**src/rtl/bus_rr_pkg.sv**
```systemverilog
// bus_rr_pkg: arbitration modes and route-entry type shared by the bus and its response FIFO
package bus_rr_pkg;
  typedef enum logic {ArbFixed, ArbRoundRobin} arb_mode_e;
  function automatic int idx_w(input int n);
    return (n > 1) ? $clog2(n) : 1;
  endfunction
  localparam int MaxHosts = 16;
  localparam int MaxDevices = 16;
  localparam int HostIdxW = idx_w(MaxHosts);
  localparam int DevIdxW = idx_w(MaxDevices);
  typedef struct packed {
    logic [HostIdxW-1:0] host;
    logic [DevIdxW-1:0]  dev;
    logic                decode_err;
  } route_entry_t;
endpackage

```
**src/rtl/bus_route_fifo.sv**
```systemverilog
// bus_route_fifo: in-order FIFO of route entries.
// Ports: clk_i/rst_ni clock and async active-low reset; push_i/data_i write side;
// pop_i/data_o read side (data_o shows the head); full_o, empty_o, count_o status.
module bus_route_fifo
  import bus_rr_pkg::*;
#(
  parameter int Depth = 2,
  localparam int CW = $clog2(Depth + 1)
) (
  input  logic          clk_i,
  input  logic          rst_ni,
  input  logic          push_i,
  input  route_entry_t  data_i,
  input  logic          pop_i,
  output route_entry_t  data_o,
  output logic          full_o,
  output logic          empty_o,
  output logic [CW-1:0] count_o
);
  localparam int PW = idx_w(Depth);
  route_entry_t r_mem [Depth];
  logic [PW-1:0] r_wr, r_rd;
  logic [CW-1:0] r_count;
  logic w_push, w_pop;
  assign full_o  = r_count == CW'(Depth);
  assign empty_o = r_count == '0;
  assign count_o = r_count;
  assign data_o  = r_mem[r_rd];
  assign w_push  = push_i && !full_o;
  assign w_pop   = pop_i && !empty_o;
  always_ff @(posedge clk_i) if (w_push) r_mem[r_wr] <= data_i;
  always_ff @(posedge clk_i or negedge rst_ni) begin
    if (!rst_ni) begin
      r_wr    <= '0;
      r_rd    <= '0;
      r_count <= '0;
    end else begin
      if (w_push) r_wr <= (r_wr == PW'(Depth - 1)) ? '0 : r_wr + 1'b1;
      if (w_pop) r_rd <= (r_rd == PW'(Depth - 1)) ? '0 : r_rd + 1'b1;
      r_count <= r_count + CW'(w_push) - CW'(w_pop);
    end
  end
endmodule

```
**src/rtl/bus_rr_ooo.sv**
```systemverilog
// bus_rr_ooo: N-host / M-device address-decoded bus, one grant per cycle, in-order responses.
// Ports: host_* request/grant/response per host; device_* request/response per device;
// cfg_device_addr_base/mask give each device's decode window; clk_i, rst_ni async active-low.
module bus_rr_ooo
  import bus_rr_pkg::*;
#(
  parameter int        NrHosts        = 3,
  parameter int        NrDevices      = 2,
  parameter int        DataWidth      = 32,
  parameter int        AddressWidth   = 32,
  parameter arb_mode_e ArbMode        = ArbFixed,
  parameter int        MaxOutstanding = 2
) (
  input  logic                                    clk_i,
  input  logic                                    rst_ni,
  input  logic [NrHosts-1:0]                      host_req_i,
  output logic [NrHosts-1:0]                      host_gnt_o,
  input  logic [NrHosts-1:0][AddressWidth-1:0]    host_addr_i,
  input  logic [NrHosts-1:0]                      host_we_i,
  input  logic [NrHosts-1:0][DataWidth/8-1:0]     host_be_i,
  input  logic [NrHosts-1:0][DataWidth-1:0]       host_wdata_i,
  output logic [NrHosts-1:0]                      host_rvalid_o,
  output logic [NrHosts-1:0][DataWidth-1:0]       host_rdata_o,
  output logic [NrHosts-1:0]                      host_err_o,
  output logic [NrDevices-1:0]                    device_req_o,
  output logic [NrDevices-1:0][AddressWidth-1:0]  device_addr_o,
  output logic [NrDevices-1:0]                    device_we_o,
  output logic [NrDevices-1:0][DataWidth/8-1:0]   device_be_o,
  output logic [NrDevices-1:0][DataWidth-1:0]     device_wdata_o,
  input  logic [NrDevices-1:0]                    device_rvalid_i,
  input  logic [NrDevices-1:0][DataWidth-1:0]     device_rdata_i,
  input  logic [NrDevices-1:0]                    device_err_i,
  input  logic [NrDevices-1:0][AddressWidth-1:0]  cfg_device_addr_base,
  input  logic [NrDevices-1:0][AddressWidth-1:0]  cfg_device_addr_mask
);
  localparam int HW = idx_w(NrHosts);
  localparam int DW = idx_w(NrDevices);
  localparam int CW = $clog2(MaxOutstanding + 1);
  logic [HW-1:0] r_ptr, w_base, w_idx, w_cand, w_hh;
  logic [DW-1:0] w_dev, w_hd;
  logic w_grant, w_hit, w_pop, w_empty, w_full;
  logic [CW-1:0] w_count;
  route_entry_t w_push_entry, w_head;
  // Fixed priority is round-robin with the pointer pinned to the last host.
  assign w_base = (ArbMode == ArbRoundRobin) ? r_ptr : HW'(NrHosts - 1);
  always_comb begin
    w_cand = '0;
    w_idx  = '0;
    for (int k = NrHosts; k >= 1; k--) begin
      w_idx = HW'((int'(w_base) + k) % NrHosts);
      if (host_req_i[w_idx]) w_cand = w_idx;
    end
  end
  // Descending scan so the lowest matching device index wins.
  always_comb begin
    w_hit = 1'b0;
    w_dev = '0;
    for (int d = NrDevices - 1; d >= 0; d--)
      if ((host_addr_i[w_cand] & cfg_device_addr_mask[d]) == cfg_device_addr_base[d]) begin
        w_hit = 1'b1;
        w_dev = DW'(d);
      end
  end
  // Uses the registered count, so a same-cycle pop never frees a slot for this grant.
  assign w_grant = |host_req_i && (w_count < CW'(MaxOutstanding));
  assign device_addr_o  = {NrDevices{host_addr_i[w_cand]}};
  assign device_we_o    = {NrDevices{host_we_i[w_cand]}};
  assign device_be_o    = {NrDevices{host_be_i[w_cand]}};
  assign device_wdata_o = {NrDevices{host_wdata_i[w_cand]}};
  assign w_push_entry   = '{host: HostIdxW'(w_cand), dev: DevIdxW'(w_dev), decode_err: !w_hit};
  assign w_hh = HW'(w_head.host);
  assign w_hd = DW'(w_head.dev);
  always_comb begin
    host_gnt_o    = '0;
    device_req_o  = '0;
    host_rvalid_o = '0;
    host_err_o    = '0;
    host_rdata_o  = '0;
    w_pop         = 1'b0;
    host_gnt_o[w_cand]  = w_grant;
    device_req_o[w_dev] = w_grant && w_hit;
    if (!w_empty && w_head.decode_err) begin
      host_rvalid_o[w_hh] = 1'b1;
      host_err_o[w_hh]    = 1'b1;
      w_pop               = 1'b1;
    end else if (!w_empty && device_rvalid_i[w_hd]) begin
      host_rvalid_o[w_hh] = 1'b1;
      host_err_o[w_hh]    = device_err_i[w_hd];
      host_rdata_o[w_hh]  = device_rdata_i[w_hd];
      w_pop               = 1'b1;
    end
  end
  always_ff @(posedge clk_i or negedge rst_ni) begin
    if (!rst_ni) r_ptr <= HW'(NrHosts - 1);
    else if (w_grant) r_ptr <= w_cand;
  end
  bus_route_fifo #(.Depth(MaxOutstanding)) u_fifo (
    .clk_i   (clk_i),
    .rst_ni  (rst_ni),
    .push_i  (w_grant),
    .data_i  (w_push_entry),
    .pop_i   (w_pop),
    .data_o  (w_head),
    .full_o  (w_full),
    .empty_o (w_empty),
    .count_o (w_count)
  );
  // A device response is only legal from the device the head entry is waiting on.
  always @(posedge clk_i)
    if (rst_ni && |device_rvalid_i)
      assert (!w_empty && !w_head.decode_err && device_rvalid_i == (NrDevices'(1) << w_hd));
endmodule

```
**config.mk**
```make
export PLATFORM = sky130hd
export DESIGN_NAME = bus_rr_ooo
export DESIGN_NICKNAME = d
export VERILOG_FILES = /design/src/rtl/bus_rr_pkg.sv /design/src/rtl/bus_route_fifo.sv /design/src/rtl/bus_rr_ooo.sv
export SDC_FILE = /design/constraint.sdc
export NUM_CORES = 1
export LEC_CHECK = 0
export BUFFER_PORTS_ARGS = -buffer_cell sky130_fd_sc_hd__clkbuf_2
export CAP_MARGIN = 10
export CORE_AREA = 3 3 255 257
export DETAILED_ROUTE_END_ITERATION = 7
export DIE_AREA = 0 0 258 260
export PLACE_DENSITY = 0.34
export SYNTH_ARGS = -nofsm -noshare
export SYNTH_HDL_FRONTEND = slang
export SYNTH_HIERARCHICAL = 1
export SYNTH_SLANG_ARGS = --single-unit
```
**constraint.sdc**
```tcl
create_clock -name clk_i -period 9.03 [get_ports clk_i]
set_input_delay 1.806 -clock clk_i [delete_from_list [all_inputs] [get_ports clk_i]]
set_output_delay 1.806 -clock clk_i [all_outputs]
set_load 0.02 [all_outputs]
```
==> results by group <==
Outcome
  – Status: complete, no violations

Drt
  – Drt initial violations: roughly 270
  – Drt wl/cell: 20.6 um
  – Drt total wl: 44,000 um
  – Drt first pass iters: 5
  – Vias per Instance: 3.57
  – Via Count: 7,643
  – DRC errors left: 0
  – Final ANT Viol Nets: 0

Die
  – FP Rows: 92
  – Die ar.: 67,100 um2
  – I/O pin total: 653
  – DIE HEIGHT: 260 um
  – DIE WIDTH: about 260 um
  – Core Region: 63,000 um2
  – Starting Density: 8.59%

CTS
  – H-tree Lvls: 1
  – Clock buffer count from CTS: 3
  – Post-CTS sizing: 0
  – Clock sinks: 12
  – Longest Clk Path Bufs: 2
  – Root Buffer: clkbuf_16
  – Clk slew on worst S/H paths: 0.04 ns
  – Cts hold-fix bufs: 0
  – Setup Fix Bufs, Post-CTS: 0
  – CTS tree: yes
  – Clock Latency Late Sink: 0.24 ns

Cells and area
  – Commonest non-fill, non-tap cell in the layout: clkbuf_2
  – Layout Nets: 1,703
  – Finished Layout Cells: between 2,000 and 2,500
  – Post-route cell area: 9120 um2
  – Share of layout cells above drive strength 1: 55.9%
  – Commonest cells after routing, fill and taps aside: clkbuf_2, nor2_1, nand2_1
  – Layout area overhead: 68.6%
  – Fillers: 7,362

STA
  – Unrepaired setup endpoints after global routing: no
  – Final hold vios: 0
  – Slew Limit Fails: 0
  – Final worst setup slack: 1.67 ns
  – Relative slew slack: 23.8%
  – Fmax: 136 MHz
  – Period minus WS final: 7.36 ns
  – Worst Clk Skew: 0.00414 ns
  – Final setup vio count: 0
  – Final Cycle Share: a little over 80%
  – Setup_tns: 0 ns
  – Slew @ Worst Pin: 1.14 ns

Placement
  – Routability cong.: roughly 0.94
  – DP Cell Count: around 2,100
  – Pre-CTS setup slack: roughly 1.6 ns
  – Detail Placement HPWL: 39,600 um
  – Input/output buffers: 652
  – Dpl cell area: 9040 um2

Worst setup path
  – Slowest-stage cell, CP: clkbuf_2
  – CP peak stage delay: around 0.78 ns
  – CP arrival: 5.56 ns
  – Crit end category: output pin
  – Critical path launch point type: primary input
  – Crit path cell chain: clkbuf_2, buf_4, nor3_1, nor4_4, a21boi_1, nor4b_1, nand4_1, nor4_2, and2_1, clkbuf_2
  – Critical path peak fanout: 51
  – CP dominant cell by count: clkbuf_2
  – Crit Path Class: primary input to output pin
  – CP Data Required Time: 7.22 ns

Global routing
  – Gr usage total: 12.0%
  – Vias in the first global route: 7,856
  – GRT overflow: 0
  – Pin count of the biggest net entering global routing: roughly 100
  – Initial antenna violation count: 10
  – First-pass GRT wire length: 58,300 um

Logic synthesis
  – Post-Syn Area per Cell: 7.23 um2
  – YS warnings: 6
  – Mapped cell area: 5410 um2
  – Syn_nets: 1,158
  – Synthesized instance count: about 750

Worst hold path
  – Hold Path Class: flop to flop

Pwr
  – Total power: between 1 and 1.5 mW
  – Worst VDD drop: 0.0736 mV
  – Pwr per Cell Area: 123 nW/um2
  – Static Leak: 4.67 nW

Flow run
  – Max-Cap Viols: 0
## per-layer routing
layer  up-vias  routed length, um  GRT usage, %
li1       3678                  -             -
met2       387              22400          22.4
met1      3526              16900          13.5
met5         -                 98             0
met4        14                697          1.74
met3        38               3930          3.85
## final cells by class
class / instances / area (um2) / share of cell area (%)
multi-input combinational: 603 / 4250 / 46.6
timing repair buffer: 665 / 3370 / 36.9
tap: 846 / 1060 / 11.6
sequential: 12 / 340 / 3.73
clock buffer: 4 / 78.8 / 0.864
inverter: 8 / 30.0 / 0.329
antenna: 1 / 2.50 / 0.0274
## path summary, 6_finish.rpt
kind | start | endpoint | slack, ns | cells after the start
min in group asynchronous | rst_ni | u_fifo/r_wr | 1.38 | 1
max in group asynchronous | rst_ni | u_fifo/r_rd | 7.52 | 1
hold reg to reg | u_fifo/r_wr | u_fifo/r_wr | 0.48 | 1
hold / removal | u_fifo/r_wr | u_fifo/r_wr | 0.48 | 1
setup reg to reg | u_fifo/r_rd | u_fifo/count_o[1] | 5.96 | 12
setup / recovery | host_req_i[2] | device_req_o[0] | 1.67 | 10
## flip-flops by register name (all words and copies together), names as in the netlist
name and flops:
u_fifo/r_mem 8, u_fifo/count_o 2, u_fifo/r_rd 1, u_fifo/r_wr 1
## stage by stage
stage                     hold slack [ns]  util [%]
after global routing                0.499      14.5
after CTS                           0.487      14.5
after floorplan                     0.460         -
final                               0.483      14.5
after detailed placement            0.481      14.4
after global placement              0.476      14.4
## critical path, delay by kind of cell
kind | cells | cell delay, ns
simple gates | 6 | 2.21
buf+inv | 3 | 1.35
compound gates | 1 | 0.16
## report_power, final
part | switching [mW] | internal [mW]
Combinational | 0.611 | 0.333
Sequential | 0.0186 | 0.0838
Clock | 0.0209 | 0.0592
Note: power is estimated with default switching activity, not from simulation.
